`src/rtl/pipeline_if_stage_pkg.sv`:
```
// Shared definitions for the pipeline_cpu front end: datapath width, the NOP
// encoding, the IF/ID register layout (also consumed by the ID stage) and the
// per-edge update selector used by the fetch stage.
package pipeline_pkg;

    localparam int XLEN = 64;
    localparam logic [31:0] NOP_INSTR = 32'h00000013;  // addi x0, x0, 0
    localparam int PC_INC = 4;

    // Contents of the IF/ID pipeline register
    typedef struct packed {
        logic [XLEN-1:0] pc;
        logic [31:0]     instr;
        logic            valid;
    } if_id_t;

    // What the fetch stage does at the next edge when not in reset
    typedef enum logic [1:0] {
        UPD_NORMAL   = 2'd0,
        UPD_STALL    = 2'd1,
        UPD_REDIRECT = 2'd2
    } upd_sel_t;

    // Instruction fetches are always word aligned
    function automatic logic [XLEN-1:0] align_pc(input logic [XLEN-1:0] addr);
        return {addr[XLEN-1:2], 2'b00};
    endfunction

endpackage

```
`src/rtl/pipeline_if_stage_if.sv`:
```
// Bus between the fetch stage and its neighbours: instruction memory port,
// hazard/branch control inputs and the IF/ID register outputs.
// master = fetch stage, slave = surrounding core / memory.
interface pipeline_if_stage_if
    import pipeline_pkg::*;
#(
    parameter int XLEN = pipeline_pkg::XLEN
);
    logic [XLEN-1:0] imem_addr;
    logic [31:0]     imem_rdata;
    logic            stall;
    logic            redirect_en;
    logic [XLEN-1:0] redirect_pc;
    logic [XLEN-1:0] if_id_pc;
    logic [31:0]     if_id_instr;
    logic            if_id_valid;

    modport master (
        output imem_addr, if_id_pc, if_id_instr, if_id_valid,
        input  imem_rdata, stall, redirect_en, redirect_pc
    );

    modport slave (
        input  imem_addr, if_id_pc, if_id_instr, if_id_valid,
        output imem_rdata, stall, redirect_en, redirect_pc
    );
endinterface

```
`src/rtl/pipeline_if_stage_perf_counter.sv`:
```
// Saturating event counter with synchronous clear; clear wins over increment.
module if_perf_counter #(
    parameter int CNT_W = 32
)(
    input  logic             clk,
    input  logic             clr,
    input  logic             inc,
    output logic [CNT_W-1:0] count
);
    logic [CNT_W-1:0] count_reg;

    // Count events, sticking at all-ones instead of wrapping
    always_ff @(posedge clk) begin
        if (clr) begin
            count_reg <= '0;
        end else if (inc && (count_reg != '1)) begin
            count_reg <= count_reg + CNT_W'(1);
        end
    end

    assign count = count_reg;
endmodule

```
`src/rtl/pipeline_if_stage.sv`:
```
// Instruction-fetch stage of the 5-stage RV64I pipeline: owns the PC, drives
// the instruction-memory address and captures the fetched word into IF/ID.
// Per-edge priority: reset > redirect > stall > normal fetch.
// Optional performance counters are built when IF_PERF_CNT_EN is defined;
// otherwise the cnt_* outputs read as zero.
module pipeline_if_stage
    import pipeline_pkg::*;
#(
    parameter int              XLEN     = pipeline_pkg::XLEN,
    parameter logic [XLEN-1:0] RESET_PC = '0,
    parameter int              CNT_W    = 32
)(
    input  logic                clk,
    input  logic                reset_b,
    pipeline_if_stage_if.master bus,
    output logic                fetch_misalign,
    output logic [CNT_W-1:0]    cnt_fetch,
    output logic [CNT_W-1:0]    cnt_stall,
    output logic [CNT_W-1:0]    cnt_flush
);
    logic [XLEN-1:0] pc_reg,       pc_next;
    if_id_t          if_id_reg,    if_id_next;
    logic            misalign_reg, misalign_next;
    upd_sel_t        upd_sel;

    // A redirect overrides a simultaneous stall: the stalled fetch is wrong-path
    always_comb begin
        upd_sel = UPD_NORMAL;
        if (bus.redirect_en) begin
            upd_sel = UPD_REDIRECT;
        end else if (bus.stall) begin
            upd_sel = UPD_STALL;
        end
    end

    // Next PC, IF/ID contents and sticky misalign flag for each update kind
    always_comb begin
        pc_next       = pc_reg;
        if_id_next    = if_id_reg;
        misalign_next = misalign_reg;
        case (upd_sel)
            UPD_REDIRECT: begin
                pc_next          = align_pc(bus.redirect_pc);
                if_id_next.pc    = '0;
                if_id_next.instr = NOP_INSTR;
                if_id_next.valid = 1'b0;
                if (bus.redirect_pc[1:0] != 2'b00) begin
                    misalign_next = 1'b1;
                end
            end
            UPD_STALL: begin
                // hold everything
            end
            default: begin
                // PC wraps modulo 2^XLEN; no overflow indication
                pc_next          = pc_reg + XLEN'(PC_INC);
                if_id_next.pc    = pc_reg;
                if_id_next.instr = bus.imem_rdata;
                if_id_next.valid = 1'b1;
            end
        endcase
    end

    // Stage state; reset discards any in-flight fetch at that edge
    always_ff @(posedge clk) begin
        if (!reset_b) begin
            pc_reg          <= RESET_PC;
            if_id_reg.pc    <= '0;
            if_id_reg.instr <= NOP_INSTR;
            if_id_reg.valid <= 1'b0;
            misalign_reg    <= 1'b0;
        end else begin
            pc_reg       <= pc_next;
            if_id_reg    <= if_id_next;
            misalign_reg <= misalign_next;
        end
    end

    // Memory address depends on the PC register only
    assign bus.imem_addr   = pc_reg;
    assign bus.if_id_pc    = if_id_reg.pc;
    assign bus.if_id_instr = if_id_reg.instr;
    assign bus.if_id_valid = if_id_reg.valid;
    assign fetch_misalign  = misalign_reg;

`ifdef IF_PERF_CNT_EN
    // Event index: 0 = fetch capture, 1 = stall-only cycle, 2 = redirect cycle
    logic [2:0]       cnt_inc;
    logic [CNT_W-1:0] cnt_val [3];

    assign cnt_inc[0] = (upd_sel == UPD_NORMAL);
    assign cnt_inc[1] = (upd_sel == UPD_STALL);
    assign cnt_inc[2] = (upd_sel == UPD_REDIRECT);

    genvar gi;
    for (gi = 0; gi < 3; gi++) begin : g_cnt
        if_perf_counter #(
            .CNT_W (CNT_W)
        ) u_cnt (
            .clk   (clk),
            .clr   (!reset_b),
            .inc   (cnt_inc[gi]),
            .count (cnt_val[gi])
        );
    end

    assign cnt_fetch = cnt_val[0];
    assign cnt_stall = cnt_val[1];
    assign cnt_flush = cnt_val[2];
`else
    assign cnt_fetch = '0;
    assign cnt_stall = '0;
    assign cnt_flush = '0;
`endif

endmodule

```
`src/flat_wrapper.sv`:
```
// flat-port wrapper written by rule: the top's interface ports become plain ports
module pipeline_if_stage_flat import pipeline_pkg::*;
#(
    parameter int              XLEN     = pipeline_pkg::XLEN,
    parameter logic [XLEN-1:0] RESET_PC = '0,
    parameter int              CNT_W    = 32
)
  (clk, reset_b, fetch_misalign, cnt_fetch, cnt_stall, cnt_flush, bus_imem_addr, bus_if_id_pc, bus_if_id_instr, bus_if_id_valid, bus_imem_rdata, bus_stall, bus_redirect_en, bus_redirect_pc);
  pipeline_if_stage_if #(.XLEN(XLEN)) bus_i ();
  input  logic clk;
  input  logic reset_b;
  output logic fetch_misalign;
  output logic [CNT_W-1:0] cnt_fetch;
  output logic [CNT_W-1:0] cnt_stall;
  output logic [CNT_W-1:0] cnt_flush;
  output wire logic [$bits(bus_i.imem_addr)-1:0] bus_imem_addr;
  output wire logic [$bits(bus_i.if_id_pc)-1:0] bus_if_id_pc;
  output wire logic [$bits(bus_i.if_id_instr)-1:0] bus_if_id_instr;
  output wire logic [$bits(bus_i.if_id_valid)-1:0] bus_if_id_valid;
  input wire logic [$bits(bus_i.imem_rdata)-1:0] bus_imem_rdata;
  input wire logic [$bits(bus_i.stall)-1:0] bus_stall;
  input wire logic [$bits(bus_i.redirect_en)-1:0] bus_redirect_en;
  input wire logic [$bits(bus_i.redirect_pc)-1:0] bus_redirect_pc;
  assign bus_imem_addr = bus_i.imem_addr;
  assign bus_if_id_pc = bus_i.if_id_pc;
  assign bus_if_id_instr = bus_i.if_id_instr;
  assign bus_if_id_valid = bus_i.if_id_valid;
  assign bus_i.imem_rdata = bus_imem_rdata;
  assign bus_i.stall = bus_stall;
  assign bus_i.redirect_en = bus_redirect_en;
  assign bus_i.redirect_pc = bus_redirect_pc;
  pipeline_if_stage #(.XLEN(XLEN), .RESET_PC(RESET_PC), .CNT_W(CNT_W)) u_core (.clk(clk), .reset_b(reset_b), .bus(bus_i), .fetch_misalign(fetch_misalign), .cnt_fetch(cnt_fetch), .cnt_stall(cnt_stall), .cnt_flush(cnt_flush));
endmodule
```
`config.mk`:
```
export PLATFORM = sky130hd
export DESIGN_NAME = pipeline_if_stage_flat
export DESIGN_NICKNAME = d
export VERILOG_FILES = /design/src/rtl/pipeline_if_stage_pkg.sv /design/src/rtl/pipeline_if_stage_if.sv /design/src/rtl/pipeline_if_stage_perf_counter.sv /design/src/rtl/pipeline_if_stage.sv /design/src/flat_wrapper.sv
export SDC_FILE = /design/constraint.sdc
export NUM_CORES = 1
export LEC_CHECK = 0
export CELL_PAD_IN_SITES_DETAIL_PLACEMENT = 0
export CELL_PAD_IN_SITES_GLOBAL_PLACEMENT = 1
export CORE_MARGIN = 2
export CORE_UTILIZATION = 27
export DETAILED_ROUTE_END_ITERATION = 10
export PLACE_DENSITY_LB_ADDON = 0.1
export SYNTH_ARGS = -nofsm -noshare
export SYNTH_HDL_FRONTEND = slang
export SYNTH_SLANG_ARGS = --single-unit
export TNS_END_PERCENT = 30
```
`constraint.sdc`:
```
create_clock -name clk -period 2.45 [get_ports clk]
set_input_delay 0.49 -clock clk [delete_from_list [all_inputs] [get_ports clk]]
set_output_delay 0.49 -clock clk [all_outputs]
set_load 0.02 [all_outputs]
```
Yosys cells after proc, flatten, opt, wreduce, memory -nomap -nowiden:

Cells that the tools add are included.

* register bits: 162
* latch bits: 0
* memory bits (writable): 0
* bits in read-only memories: 0
* input bits: 100
* output and inout bits: 258
* word-level logic and storage cells: 14
* memories: 0

* add/sub/neg operators: 1
* $mul: 0
* divide/modulo/power cells: 0
* order comparisons: 0
* eq/ne operators: 2
* shifts and indexed selects: 0
* mux-type cells: 4
* bitwise gates (word level): 0
* reductions and logical operators: 2

Operators by type and width (number)
* $pmux W97 S2: 1
* $pmux W64 S2: 1
* $add A64 B3 Y64 const B: 1
* $eq A2 B1 Y1 const B: 1
* $eq A2 B2 Y1 const B: 1
* $mux W2: 1
* $reduce_and A2 Y1: 1
* $reduce_bool A2 Y1: 1
* $mux W1: 1

Depth between registers and ports, before layout:

Gate-level depths: netlist of run 1.

* word-level depth: 4
* mapped depth: 8
* mapped depth without buffers: 6

Worst setup path before layout of run 1:

No wires, ideal clock.

* kind: reg-to-reg
* start point: register u_core.pc_reg[2] (netlist: u_core.bus.imem_addr[2])
* end point: register u_core.pc_reg[62] (netlist: u_core.bus.imem_addr[62])
* setup time: 0.137 ns
* data arrival time: 2.563 ns
* required time: 2.313 ns
* path slack: -0.249 ns
* stages on the path, launching flop included: 9
* path buffers: 2
* period minus slack after synthesis: 2.699 ns
* cells stage by stage: dfxtp_1 -> ha_1 -> nand3b_1 -> or4_4 -> or4_1 -> clkbuf_1 -> buf_2 -> o41ai_1 -> a31oi_1

* word-level cells in the longest chain between the ends: 2

RTL lines
* start: declaration: line pipeline_if_stage.sv:21 `logic [XLEN-1:0] pc_reg, pc_next;`
* start signal: assignment: line pipeline_if_stage.sv:73 `pc_reg <= pc_next;`
* $add A64 B3 Y64: line pipeline_if_stage.sv:56 `pc_next = pc_reg + XLEN'(PC_INC);`
* $pmux W64 S2: line pipeline_if_stage.sv:41 `case (upd_sel)`

Every way passes these cells.
A chain may end at the register's enable or synchronous reset.

Worst setup path in the final report of run 1:

* start point: register u_core.pc_reg[8] (netlist: u_core.bus.imem_addr[8])
* end point: register u_core.pc_reg[58] (netlist: u_core.bus.imem_addr[58])

Same word-level chain as after synthesis.

==> flow_summary.yaml, run 1 <==
global_routing:
  grt_pass1_wl_um: 40000
  antenna_found_initial: 3
  grt_pass1_vias: 6645
  grt_max_degree: 69
  grt_usage_pct: 17.1
  overflow: 0
floorplanning:
  core-area_mm2: 0.0279
  floorplan.initialDensity_pct: 27.6
  dieHeight_um: 173
  die_area_mm2: 0.0299
  die_width_um: 173
  fp-row-count: 61
  io-pin-count: 358
synthesis:
  syn_inst: 879
  synth.distinct_cells: 41
  yosysSeqAreaShare_pct: 41.3
  synthXorXnorAreaFrac_pct: 3.98
  synth.area.mux_share_pct: 13.4
  synth_edf_count: 0
  yosys_most_used_dff: "dfxtp_1"
  async_flop_share_pct: 0
  synth_compound_area_share_pct: 8.38
  synth.avg_cell_area_um2: 8.77
  synth_top_family_by_area: "simple AND/OR/NAND/NOR gates"
  yosys_warnings: 0
  synth_fa_ha_area_share_pct: 0.162
  synth-simple-area-share_pct: 20.1
  ys_ff_latch: 159
  synth_area_mm2: 0.00771
status:
  outcome: "finished clean"
layout:
  fin_nets: 1282
  fill_cells: 2901
  area_growth_pct: 48.8
  drive_gt1_share_pct: 11.2
  finalCoreUtilization_pct: 41.1
worst_setup_path:
  critPathSlowestCell: "or4_4"
  ff2ff_setup_slack_ps: 30
  crit_fanout: 6
  path_common_cell: "or4_4"
  r2r-end: "u_core.bus.imem_addr[58]"
  crit_family: "simple AND/OR/NAND/NOR gates"
  worstPathRequired_ps: 2800
  cp-start-kind: "flop"
  critPathMaxStageDelay_ps: 570
  cp-end-kind: "flop"
  crit_type: "reg -> reg"
  worstPathCellList: "nand4_1 -> or4_4 -> or4_4 -> buf_6 -> or4_1 -> a31oi_1"
  cp_num_buf_inv: 1
  r2r_cells: 6
  cp.arrival_ps: 2770
  rr_startpoint: "u_core.bus.imem_addr[8]"
sta:
  finalSetupViolCount: 0
  maxSlewViolCount: 0
  tightest_slew_ps: 829
  fin_crit_ps: 2420
  relSlewSlack_pct: 44.7
  finalHoldViolCount: 0
  finalCritPeriodShare_pct: 98.6
  rsz0062_at_grt: "true"
  timing.final.ws_setup_ps: 34.1
  fin_skew_ps: 12.5
  timing.fmax_ghz: 0.414
detailed_routing:
  drt_iter0_drc: 421
  drt-total-wl_um: 26000
  post_drt_wl_per_cell_um: 16.5
  vias: 6949
  first_pass_iters: 4
  detail-route-antenna-nets: 0
  viasPerCell: 4.41
  drc_errors: 0
clock_network:
  clk_pin_slew_ps: 80
  cts_setup_buffers: 0
  clk_path_buf_depth: 2
  cts_tree: "done"
  hold_buffers: 0
  cts_sinks: 159
  cts_max_level: 4
  clkLatencyLatePin_ps: 430
  cts_root_buf: "clkbuf_16"
  cts_made_buffers: 17
placed_design:
  numPortBuffers: 259
  place_ws_ps: -242
  place_congestion: 0.735
  dp_hpwl_um: 19200
power_and_ir_drop:
  p_leak_nw: 4.55
  ir_worst_vdd_mv: 0.355
  power_density_mw_per_mm2: 582
flow_run:
  cap_violations: 0
hold_path:
  hold_path_depth: 2
  hold_path_class: "reg -> reg"
  holdCritStartpoint: "u_core.fetch_misalign"
  worstHoldEndpoint: "u_core.fetch_misalign"
==> synthesized netlist by cell type (11+ instances only) <==
cell	number	area share (%)
buf_1	13	0.63
xor2_1	16	1.8
nand4_1	22	1.8
and3_1	19	1.5
nor4_1	11	0.89
dfxtp_1	159	41
buf_4	99	9.6
nor2_1	129	6.3
clkbuf_1	39	1.9
a31oi_1	17	1.4
nor3_1	12	0.78
nand3_1	25	1.6
a211oi_1	11	1.1
nand2_1	37	1.8
mux2i_1	103	13
xnor2_1	19	2.2
or4_1	14	1.4
a21oi_1	22	1.4
o21ai_0	41	2.7
==> where the power goes <==
| part | leakage [nW] | switching (W) | internal (W) | total, W |
|---|---|---|---|---|
| clock | 0.274 | 0.00120 | 0.00153 | 0.00273 |
| combinational | 2.97 | 0.000624 | 0.000529 | 0.00115 |
| sequential | 1.31 | 0.0000917 | 0.00269 | 0.00279 |
==> cell type report <==
| cell class | instances | area [um2] | area share (%) |
|---|---|---|---|
| multi-input cells | 656 | 3950 | 34.4 |
| flip-flops and latches | 159 | 3200 | 27.9 |
| clock buffers | 19 | 433 | 3.77 |
| repair buffers | 339 | 3220 | 28.1 |
| diodes | 3 | 7.51 | 0.0655 |
| clock inverters | 13 | 156 | 1.36 |
| well taps | 378 | 473 | 4.12 |
| inverters | 8 | 31.3 | 0.273 |
==> stage by stage <==
| stage | hold slack (ps) | setup TNS [ps] | cell area, um2 | total power, W | cells |
|---|---|---|---|---|---|
| floorplan | 522 | 0 | 8110 | 0.00355 | 976 |
| global placement | 437 | -1570 | 10800 | 0.00401 | 1539 |
| detailed placement | 443 | -1930 | 10800 | 0.00400 | 1539 |
| CTS | 455 | 0 | 11500 | 0.00678 | 1572 |
| global route | 478 | -272 | 11500 | 0.00697 | 1574 |
| finish | 455 | 0 | 11500 | 0.00667 | 1575 |
==> logic make-up (layout without fill, tap and decap cells) <==
group,Yosys count,after routing
buffers and inverters,161,379
other,1,101
AO/OA/AOI/OAI,108,108
multiplexers,103,103
flip-flops,159,159
adder cells (fa/ha/maj),1,1
AND/OR/NAND/NOR,311,311
XOR/XNOR,35,35
==> layout by cell type, fill, tap and decap left out, drive strengths merged, types with 3 or more instances in the layout <==
cell type	instances
diode	3
nor2	129
or4	15
clkbuf	19
a31oi	17
or3	8
nor2b	5
a211oi	11
clkinvlp	4
nand4	22
a311oi	3
inv	11
buf	82
and4	10
clkdlybuf4s50	257
nand3	25
and2	7
nand3b	3
o31ai	10
a21oi	22
nand2	37
xnor2	19
nor3	12
conb	98
mux2i	103
and3	19
o21ai	41
dfxtp	159
xor2	16
clkinv	4
nor4	11
==> worst min-delay path, cell delays in order (launching register included) <==
cell and delay [ps]:
dfxtp_1 320, inv_1 50, a21oi_1 50
==> layer usage <==
metal	global-route usage [%]	wire length (um)
met3	4.07	1240
met5	0	0
met1	22.3	12100
met4	4.24	195
met2	28.5	12500
==> state kept, by name, indices dropped and copies added (netlist names) <==
register	cells
u_core.bus.if_id_pc	63
u_core.bus.imem_addr	62
u_core.bus.if_id_instr	32
u_core.bus.if_id_valid	1
u_core.fetch_misalign	1
==> how the worst max path moves through the flow <==
stage	start	endpoint	slack (ps)	depth (start not counted)
final	u_core.bus.imem_addr[8]	u_core.bus.imem_addr[58]	30	6
after CTS	u_core.bus.imem_addr[8]	u_core.bus.imem_addr[58]	9	6
after detailed placement	bus_stall	u_core.bus.imem_addr[58]	-240	7
after floorplan	u_core.bus.imem_addr[5]	u_core.bus.imem_addr[58]	6	6
after global routing	u_core.bus.imem_addr[2]	u_core.bus.imem_addr[58]	-70	7
after global placement	bus_stall	u_core.bus.imem_addr[58]	-230	7
==> what timing repair did <==
item / CTS / global route
endpoints found under the setup margin: 6 / 6
cloned: 1 / 0
pin swaps: 1 / 0
resized for setup: 3 / 2
No activity file was read; power rests on OpenSTA's default activity.
==> run 2: changes to the inputs <==
Settings changed: CTS_CLUSTER_DIAMETER set to 50.
==> results of run 2 <==
Same layout as run 1: the final DEF is identical, and so are final timing and power.
==> run 3: changes to the inputs <==
Settings changed: CORE_UTILIZATION 27 to 32.
Clock period 2.45 ns to 2.8 ns, I/O delays scaled along.
==> run 3 against run 2 <==
  * Via count decreased by 0.66%
  * Critical path depth increased by 1
  * Final area decreased by 2.4%
  * Combinational power decreased by 15%
  * Non-clock buffer count decreased by 21
  * Clock skew decreased by 2.8 ps
  * Critical path type unchanged
  * Largest power group unchanged
==> flow_summary.yaml, run 3 (synthesis results as in run 1) <==
detailed_routing:
  drc_errors: 0
  viasPerCell: 4.63
  vias: 6903
  drt_iter0_drc: 355
  post_drt_wl_per_cell_um: 16.2
  first_pass_iters: 5
  detail-route-antenna-nets: 0
  drt-total-wl_um: 24200
clock_network:
  clkLatencyLatePin_ps: 430
  cts_made_buffers: 17
  cts_setup_buffers: 0
  hold_buffers: 0
  cts_sinks: 159
  cts_resized: 0
  cts_tree: "done"
  clk_pin_slew_ps: 70
  cts_root_buf: "clkbuf_16"
  clk_path_buf_depth: 2
  cts_max_level: 4
global_routing:
  grt_max_degree: 74
  antenna_found_initial: 1
  grt_pass1_wl_um: 37400
  grt_pass1_vias: 6458
  grt_usage_pct: 18.7
  overflow: 0
placed_design:
  place_inst: 1460
  dpl_cell_area_mm2: 0.0106
  place_ws_ps: -21.1
  place_congestion: 0.791
  numPortBuffers: 259
  dp_hpwl_um: 18000
power_and_ir_drop:
  seqPwrFrac_pct: 42.2
  power_density_mw_per_mm2: 517
  clockPowerShare_pct: 40.9
  ir_worst_vdd_mv: 0.335
  p_sw_share_pct: 28.5
  p_leak_nw: 4.45
  combPwrFrac_pct: 16.9
  internal_power_w: 0.00414
  power_switching_w: 0.00165
layout:
  area_growth_pct: 45.2
  layout_commonest_cell: "clkdlybuf4s50_1"
  fin_cells: 1491
  fin_area_mm2: 0.0112
  num_antenna_cells: 0
  fill_cells: 2360
  largest_reg_flops: 63
  fin_nets: 1261
  layout_common_cells: "258 x clkdlybuf4s50_1, 159 x dfxtp_1, 129 x nor2_1"
  drive_gt1_share_pct: 8.19
  finalCoreUtilization_pct: 47.5
sta:
  finalCritPeriodShare_pct: 92.9
  timing.final.ws_setup_ps: 200
  maxSlewViolCount: 0
  fin_skew_ps: 9.70
  finalSetupViolCount: 0
  tightest_slew_ps: 723
  fin_crit_ps: 2600
  timing.fmax_ghz: 0.385
  rsz0062_at_grt: "false"
  finalHoldViolCount: 0
  relSlewSlack_pct: 51.7
floorplanning:
  die_width_um: 159
  die_area_mm2: 0.0253
  core-area_mm2: 0.0235
  fp-row-count: 56
  floorplan.initialDensity_pct: 32.7
  io-pin-count: 358
  dieHeight_um: 159
hold_path:
  hold_path_class: "reg -> reg"
worst_setup_path:
  cp.arrival_ps: 2960
  worstPathRequired_ps: 3160
  crit_fanout: 16
  crit_type: "reg -> reg"
  cp-end-kind: "flop"
  cp-start-kind: "flop"
flow_run:
  cap_violations: 0
status:
  outcome: "finished clean"
-- run 3: worst paths after layout --
kind                                         startpoint                  endpoint  slack, ps  depth (start not counted)
worst max-delay path            u_core.bus.imem_addr[2]  u_core.bus.imem_addr[58]        200                          7
worst min register to register    u_core.fetch_misalign     u_core.fetch_misalign        450                          2
worst min-delay path              u_core.fetch_misalign     u_core.fetch_misalign        450                          2
worst max register to register  u_core.bus.imem_addr[2]  u_core.bus.imem_addr[58]        200                          7
-- run 3: power by group through the flow --
stage	logic (W)	registers, W	clock network, W
6_report	0.000976	0.00245	0.00237
5_1_grt	0.00105	0.00246	0.00253
3_3_place_gp	0.000978	0.00250	0
4_1_cts	0.000983	0.00245	0.00244
3_5_place_dp	0.000978	0.00250	0
2_1_floorplan	0.000494	0.00261	0
-- run 3: critical path: stages, from the launching register on --
cell	delay, ps
dfxtp_1	330
ha_1	180
nand3b_1	110
or4_4	510
or4_1	520
buf_4	210
or4_1	510
a31oi_1	160
-- run 3: cell type report --
cell class	count	area, um2	share of cell area [%]
inverters	8	31.3	0.280
well taps	319	399	3.57
clock buffers	18	429	3.84
flip-flops and latches	159	3180	28.5
clock inverters	13	155	1.39
multi-input cells	656	3920	35.0
repair buffers	318	3070	27.5
-- run 3: metal layers --
layer	part of all wire (%)	global-route usage, %
met5	0.054	0
met4	1.3	4.75
met3	5.8	4.74
met2	46	29.8
met1	47	25.2
-- run 3: metrics by stage --
step	TNS, ps	hold WS [ps]	power, W
3_3_place_gp	-30.2	432	0.00347
2_1_floorplan	0	522	0.00310
4_1_cts	0	451	0.00587
3_5_place_dp	-21.1	439	0.00348
5_1_grt	0	464	0.00603
6_report	0	448	0.00579
